## config.mk

```make
export PLATFORM = sky130hd
export DESIGN_NAME = relu_layer_ctrl
export DESIGN_NICKNAME = d
export VERILOG_FILES = /design/src/rtl/relu_layer_ctrl.sv
export SDC_FILE = /design/constraint.sdc
export NUM_CORES = 1
export LEC_CHECK = 0
export BUFFER_PORTS_ARGS = -buffer_cell sky130_fd_sc_hd__buf_2
export CAP_MARGIN = 20
export CORE_UTILIZATION = 31
export DETAILED_ROUTE_END_ITERATION = 6
export GPL_ROUTABILITY_DRIVEN = 0
export PLACE_DENSITY = 0.63
export SETUP_SLACK_MARGIN = 0.02
export SLEW_MARGIN = 20
export SYNTH_ARGS = -nofsm -noshare
export SYNTH_HDL_FRONTEND = slang
export SYNTH_SLANG_ARGS = --single-unit
export TNS_END_PERCENT = 5
```

## constraint.sdc

```tcl
create_clock -name clk -period 3.3 [get_ports clk]
set_clock_uncertainty 0.1 [all_clocks]
set_input_delay 0 -clock clk [delete_from_list [all_inputs] [get_ports clk]]
set_output_delay 0 -clock clk [all_outputs]
set_load 0.01 [all_outputs]
```

## src/rtl/relu_layer_ctrl.sv

```systemverilog
// relu_layer_ctrl
//   Sequences one activation pass over an IMG_W x IMG_H feature map. It reads the
//   conv-output buffer in raster order, passes each word through an external
//   1-cycle relu stage, and queues the results in a small output FIFO. The FIFO
//   drains to the pool-input buffer under valid/ready handshaking. Reads are only
//   issued when the FIFO is guaranteed to have room for them. The relu stage cannot
//   stall, so this credit check is what makes downstream backpressure safe.
//
//   Optional feature: define RELU_CTRL_STALL_CNT_EN to add the stall_cnt output.
//   stall_cnt is a saturating count of busy cycles in which the FIFO head was
//   blocked by wr_ready.
//
// Ports
//   clk        clock, rising edge
//   rstn       synchronous reset, active-high (1 = reset)
//   start      1-cycle pulse that begins a pass; ignored while busy
//   busy       pass in progress (RUN / DRAIN / DONE)
//   done       1-cycle pulse after the last output handshake
//   rd_en      conv-buffer read strobe
//   rd_addr    conv-buffer address; data returns one cycle later
//   rd_data    conv-buffer read data
//   relu_en    relu stage enable (rd_en delayed one cycle)
//   relu_data  relu stage input (rd_data passed straight through)
//   relu_q_en  relu stage result strobe
//   relu_q     relu stage result
//   wr_valid   pool-buffer write request (FIFO not empty)
//   wr_ready   downstream accept
//   wr_addr    raster index of the FIFO head entry
//   wr_data    FIFO head data
//   stall_cnt  (RELU_CTRL_STALL_CNT_EN only) saturating backpressure cycle count
module relu_layer_ctrl #(
  parameter int IMG_W      = 8,
  parameter int IMG_H      = 8,
  parameter int INPUT_NUM  = 6,
  parameter int WDP        = 9,
  parameter int ADDR_W     = 6,
  parameter int FIFO_DEPTH = 4
) (
  input  logic                     clk,
  input  logic                     rstn,
  input  logic                     start,
  output logic                     busy,
  output logic                     done,
  output logic                     rd_en,
  output logic [ADDR_W-1:0]        rd_addr,
  input  logic [WDP*INPUT_NUM-1:0] rd_data,
  output logic                     relu_en,
  output logic [WDP*INPUT_NUM-1:0] relu_data,
  input  logic                     relu_q_en,
  input  logic [WDP*INPUT_NUM-1:0] relu_q,
  output logic                     wr_valid,
  input  logic                     wr_ready,
  output logic [ADDR_W-1:0]        wr_addr,
  output logic [WDP*INPUT_NUM-1:0] wr_data
`ifdef RELU_CTRL_STALL_CNT_EN
  ,
  output logic [15:0]              stall_cnt
`endif
);

  localparam int DW    = WDP * INPUT_NUM;
  localparam int N     = IMG_W * IMG_H;
  localparam int CNT_W = $clog2(N + 1);
  localparam int FC_W  = $clog2(FIFO_DEPTH + 1);
  localparam int PTR_W = (FIFO_DEPTH > 1) ? $clog2(FIFO_DEPTH) : 1;

  localparam logic [CNT_W-1:0] N_C      = CNT_W'(N);
  localparam logic [CNT_W-1:0] LAST_C   = CNT_W'(N - 1);
  localparam logic [PTR_W-1:0] PTR_LAST = PTR_W'(FIFO_DEPTH - 1);
  localparam logic [FC_W-1:0]  FULL_C   = FC_W'(FIFO_DEPTH);

  typedef enum logic [1:0] {S_IDLE, S_RUN, S_DRAIN, S_DONE} state_t;

  state_t           state, state_nxt;
  logic [CNT_W-1:0] rd_cnt, wr_cnt, push_cnt;
  logic [1:0]       inflight;
  logic [FC_W-1:0]  fifo_count;
  logic [PTR_W-1:0] head, tail;
  logic [DW-1:0]     data_mem [FIFO_DEPTH];
  logic [ADDR_W-1:0] tag_mem  [FIFO_DEPTH];

  logic start_acc, push, pop, wr_last, credit_ok;

  assign start_acc = start && (state == S_IDLE);
  // A relu result arriving outside a pass belongs to a pass aborted by reset.
  assign push      = relu_q_en && (state != S_IDLE);
  assign pop       = wr_valid && wr_ready;
  // Leave DRAIN on the cycle of the final pop so done follows it directly.
  assign wr_last   = (wr_cnt == N_C) || (pop && (wr_cnt == LAST_C));
  // Every issued read must find a FIFO slot when it returns two cycles later.
  assign credit_ok = (int'(fifo_count) + int'(inflight)) < FIFO_DEPTH;

  // ---------------------------------------------------------------- FSM
  always_ff @(posedge clk) begin
    // NOTE: sequential state always uses non-blocking assignment so every
    // register samples pre-edge values regardless of block ordering.
    if (rstn) state <= S_IDLE;
    else      state <= state_nxt;
  end

  always_comb begin
    // NOTE: default first so no path leaves state_nxt unassigned (no latch).
    state_nxt = state;
    case (state)
      S_IDLE:  if (start)           state_nxt = S_RUN;
      S_RUN:   if (rd_cnt == N_C)   state_nxt = S_DRAIN;
      S_DRAIN: if (wr_last)         state_nxt = S_DONE;
      S_DONE:                       state_nxt = S_IDLE;
      default:                      state_nxt = S_IDLE;
    endcase
  end

  always_comb begin
    busy  = (state != S_IDLE);
    done  = (state == S_DONE);
    rd_en = (state == S_RUN) && (rd_cnt != N_C) && credit_ok;
  end

  // ---------------------------------------------------------------- counters
  always_ff @(posedge clk) begin
    if (rstn) begin
      rd_cnt   <= '0;
      wr_cnt   <= '0;
      push_cnt <= '0;
      inflight <= '0;
      relu_en  <= 1'b0;
    end else begin
      relu_en <= rd_en;
      if (start_acc || (state == S_DONE)) begin
        rd_cnt   <= '0;
        wr_cnt   <= '0;
        push_cnt <= '0;
        inflight <= '0;
      end else begin
        if (rd_en) rd_cnt   <= rd_cnt + CNT_W'(1);
        if (pop)   wr_cnt   <= wr_cnt + CNT_W'(1);
        if (push)  push_cnt <= push_cnt + CNT_W'(1);
        case ({rd_en, push})
          2'b10:   inflight <= inflight + 2'd1;
          2'b01:   inflight <= inflight - 2'd1;
          default: inflight <= inflight;
        endcase
      end
    end
  end

  assign rd_addr   = ADDR_W'(rd_cnt);
  assign relu_data = rd_data;

  // ---------------------------------------------------------------- output FIFO
  always_ff @(posedge clk) begin
    if (rstn) begin
      head       <= '0;
      tail       <= '0;
      fifo_count <= '0;
    end else begin
      if (push) tail <= (tail == PTR_LAST) ? '0 : tail + PTR_W'(1);
      if (pop)  head <= (head == PTR_LAST) ? '0 : head + PTR_W'(1);
      case ({push, pop})
        2'b10:   fifo_count <= fifo_count + FC_W'(1);
        2'b01:   fifo_count <= fifo_count - FC_W'(1);
        default: fifo_count <= fifo_count;
      endcase
    end
  end

  // NOTE: storage is not reset; an entry is only observed after it is written,
  // and the outputs are masked while the FIFO is empty.
  always_ff @(posedge clk) begin
    if (push) begin
      data_mem[tail] <= relu_q;
      tag_mem[tail]  <= ADDR_W'(push_cnt);
    end
  end

  assign wr_valid = (fifo_count != '0);
  assign wr_data  = wr_valid ? data_mem[head] : '0;
  assign wr_addr  = wr_valid ? tag_mem[head]  : '0;

`ifdef RELU_CTRL_STALL_CNT_EN
  always_ff @(posedge clk) begin
    if (rstn || start_acc)
      stall_cnt <= '0;
    else if (busy && wr_valid && !wr_ready && (stall_cnt != 16'hFFFF))
      stall_cnt <= stall_cnt + 16'd1;
  end
`endif

  a_no_push_when_full: assert property (@(posedge clk) disable iff (rstn)
    !(push && (fifo_count == FULL_C)));

endmodule

```

Yosys cells after proc, flatten, opt, wreduce, memory -nomap -nowiden. Memory sizes are Yosys's and may differ from the RTL's. A register that Yosys moved wholly into a read port is not among the register bits. Index checks and enable logic that the tools add are counted.

Equal/unequal tests: 16. Mux-type cells: 16. $lt $le $gt $ge: 1. Reductions and logical operators: 15. $add $sub $neg: 10.

Operator list (number): $mux 54 (1); $add 7x1->7 const B (3); $mux 2 (9); $eq 7x7->1 const B (2); $eq 2x2->1 const B (6); $pmux 2 s4 (1); $eq 7x6->1 const B (1); $ne 7x7->1 const B (1); $add 2x1->2 const B (3); $eq 2x1->1 const B (3); $logic_and 1x1->1 (6); $mux 6 (1); $ne 2x2->1 const B (3); $pmux 3 s2 (1); $reduce_bool 2->1 (3); $add 3x2->4 (1); $lt 4x3->1 const B (1); $pmux 2 s2 (1); $add 3x1->3 const B (1); $reduce_and 3->1 (1); $reduce_bool 3->1 (1); $sub 3x1->3 const B (1); $logic_not 2->1 (1); $logic_or 1x1->1 (2); other kinds (3) (4).

Output and inout bits: 125. Bits of input ports: 113. Memories: 2. Logic and storage cells: 69. Memory bits (writable): 240. Register bits: 33.

Memory list: data_mem (depth 4, width 54, read ports 1, clocked after memory_dff 1, wr ports 1, line 79) `logic [DW-1:0] data_mem [FIFO_DEPTH];`; tag_mem (depth 4, width 6, read ports 1, clocked after memory_dff 1, wr ports 1, line 80) `logic [ADDR_W-1:0] tag_mem [FIFO_DEPTH];`.

Depth between registers and ports, before layout.
Depth after elaboration: 6. Mapped depth: 10. Mapped depth without buffers: 9.

Worst setup path before layout. No wires, ideal clock.

Kind: reg-to-reg. Start point: register state[0]. End point: memory data_mem[1][0] (netlist bit) (enable). Path slack: 89 ps. Clock period less this slack: 3211 ps. Required time: 2776 ps. Cell stages (with the launch flop): 7. Buffers on the path: 1. Arrival: 2687 ps. Library setup time: 424 ps. Cell sequence: dfxtp_1 > inv_1 > ha_1 > nand2b_1 > inv_1 > clkbuf_1 > and2_1.

Longest elaborated chain between the ends: 4.

Ends and longest elaborated chain: from (decl) (line 74) `state_t state, state_nxt;`; from (signal assigned) (line 98) `else state <= state_nxt;`; $reduce_bool 2->1 (line 86) `assign push = relu_q_en && (state != S_IDLE);`; $logic_and 1x1->1 (line 86); named net push (line 82) `logic start_acc, push, pop, wr_last, credit_ok;`; $mux 1 (line 170) `if (push) begin`; $mux 1 (implied by the code) (line 171) `data_mem[tail] <= relu_q;`; to (decl) (line 79).

The timed path passes the listed nets, and every way through them passes these cells.

==> metrics.csv <==
metric,value,unit
maximum VDD drop,0.426,mV
Post-synth ARST share,0,%
first-pass GRT wire length,34300,um
Post-layout nets,958,
worst setup margin,0.660,ns
delay of the slowest critical-path stage,0.69,ns
critical path type,reg -> out,
DRT iter0 DRCs,330,
DP Area,12000,sq um
R2R setup slack,0.83,ns
Final Cell Area,14100,sq um
CTS Buf Count,29,
WP data required,3.20,ns
diodes inserted,0,
"Hold Vio Cnt, Final",0,
RSZ-0062 raised after global routing,false,
FP Rows,69,
number of global-route vias before repair,6243,
# port buffers,129,
clock root cell,clkbuf_16,
dpl ws,0.822,ns
Setup Buffers After CTS,0,
Netlist cell types,37,
core footprint,35600,sq um
Mapped Cells,627,
Final Slew Violations,0,
Crit. End Element,output port,
dpl cells,1145,
Most used DFF post-synth,edfxtp_1,
"CTS clk-pin slew, worst paths",0.06,ns
Crit-path slowest cell,dfxtp_4,
cts repair resizes,0,
"Seq/Total Area, Yosys",70.5,%
area grow syn2layout,25.9,%
setup TNS,0,ns
compound-gate portion of the synthesized area,1.96,%
final setup fails,0,
post-route insts no fill,1311,
drt first pass iters,4,
Yosys warnings,0,
initial antenna violation count,2,
# clock sinks,274,
Min-Delay Startpoint,relu_q[1],
gr usage total,12.1,%
max cap viols,0,
post-synthesis simple-gate area fraction,6.47,%
TritonCTS clock tree,yes,
worst reg2reg path depth,6,
hold buffer count at cts,112,
Syn Nets,758,
combinational family with the most area after synthesis,multiplexers,
die height,192,um
antenna-violating nets left,0,
post-synth top area share,64.4,%
Area contributors post-synth,"edfxtp_1, mux4_2, dfxtp_1, buf_4, and2_1",
"Core Util, Final",39.6,%
Worst Hold Path EP,data_mem[3][1],
worst-path maximum fanout,25,
post-synthesis mux area share,12.3,%
die footprint,36900,sq um
# IOs,238,
Top delay family on crit path,flip-flops,
Post-Synth Adder-Cell Area,2.08,%
fmax,379,MHz
dpl hpwl,14000,um
"Clk Latency, worst-skew pair",0.55,ns
post-synthesis xor/xnor area fraction,1.25,%
total number of vias,5937,
#FFs+latches synth,274,
Yosys top cell by area,edfxtp_1,
outcome,finished clean,
Leakage,4.93,nW
Mean Syn Cell Area,17.8,sq um
GRT overflow,0,
initial core utilization,31.5,%
worst-path cell chain,buf_4 > mux4_2 > and2_1 > buf_2,
Slew headroom,48.7,%
share of layout cells above drive strength 1,30.6,%
H-Tree Depth,1,
Detailed Route WL,22700,um
period utilization,80.0,%
reg2reg start,state[0],
Final Critical Period,2.64,ns
worst reg2reg path endpoint,data_mem[1][48],
Worst-Margin Slew,0.769,ns
Worst Hold Class,in -> reg,
P per Cell Area,701,nW/um^2
Post-synth EDFFs,240,
maximum clock insertion buffer count,3,
die width,192,um
DRC,0,
pin count of the biggest net entering global routing,62,
startpoint types,register,
Critical Path AT,2.54,ns
Worst Path Buf+Inv,2,
Syn Std Cell Area,11200,sq um
post-DR vias/cell,4.53,
hold depth,2,
post-DR wirelength/cell,17.3,um
per-layer routing:
metal | global-route usage [%] | vias up | share of wire (%)
met2 | 21.1 | 163 | 51
met3 | 1.94 | 35 | 4.0
li1 | - | 2735 | -
met5 | 0 | - | 0.10
met1 | 15.7 | 3000 | 43
met4 | 2.82 | 4 | 1.9
stage by stage:
step	hold WS (ns)	total power, W
detailed placement	-0.0999	0.00678
global route	0.110	0.0104
CTS	0.0893	0.0100
floorplan	-0.00823	0.00595
global placement	-0.0999	0.00676
finish	0.106	0.00988
cells in the mapped netlist (all sizes together), types with 2 or more instances:
master,count
nand2,11
clkbuf,17
nor2,24
or2b,2
and2,65
xor2,12
a21oi,13
o21ai,8
nand4,8
ha,17
buf,68
xnor2,4
nor3,2
edfxtp,240
mux2i,2
or4b,2
mux4,60
inv,16
dfxtp,34
or3,8
nand2b,3
and3,2
cell families (layout without fill, tap and decap cells):
logic type / count (synthesis) / count (layout)
AOI/OAI and AO/OA: 28 / 28
xor gates and xnor gates: 16 / 16
adders and majority gates: 18 / 18
buffers and inverters: 101 / 324
DFF: 274 / 274
muxes: 62 / 62
and+or+nand+nor: 128 / 128
state kept, by name (all words and copies together) (netlist names), named ones only:
signal,cells
data_mem,216
state,2
fifo_count,3
head,2
tail,2
relu_en,1
tag_mem,24
push_cnt,6
inflight,2
rd_cnt,7
wr_cnt,7
cells in the final DEF (no fill, tap or decap), types with 2 or more instances in the layout:
cell,synthesis,routed
clkinv_1,0,5
clkinvlp_4,0,3
o21ai_0,6,6
dfxtp_1,34,32
nand4_1,8,8
buf_4,60,8
or3_1,8,7
a21oi_1,13,13
inv_1,15,15
xnor2_1,4,4
nor2_1,24,24
nor3_1,2,2
mux2i_1,2,2
clkinv_2,0,5
clkbuf_1,17,6
xor2_1,12,12
nand2_1,11,11
dlygate4sd3_1,0,112
dfxtp_4,0,2
nand2b_1,3,3
buf_2,8,129
and3_1,2,2
clkbuf_16,0,29
edfxtp_1,240,240
mux4_2,60,60
buf_12,0,5
bufinv_16,0,2
and2_1,65,61
and2_4,0,4
ha_1,17,17
area by class of cell:
type	instances	area (sq um)
clock buffers	36	762
clock inverters	18	164
fillers	3253	21500
inverters	16	60.1
multi-input cells	252	2700
flip-flops and latches	274	7900
well taps	461	577
repair buffers	254	1930
worst max path at each step:
stage / startpoint / to / slack [ns] / cells past startpoint
after floorplan: state[0] / data_mem[1][0] / 0.09 / 6
after global placement: state[0] / data_mem[1][48] / 0.88 / 6
after detailed placement: state[0] / data_mem[1][37] / 0.82 / 6
after CTS: register / wr_data[53] / 0.56 / 4
after global routing: register / wr_data[53] / 0.52 / 4
final: register / wr_data[53] / 0.66 / 4
where the power goes:
part / switching (W) / internal [W] / leakage [nW]
logic: 0.00129 / 0.00119 / 2.04
registers: 0.000198 / 0.00410 / 2.45
clock network: 0.00130 / 0.00181 / 0.446
total: 0.00279 / 0.00709 / 4.93
No activity file was read; power rests on OpenSTA's default activity.
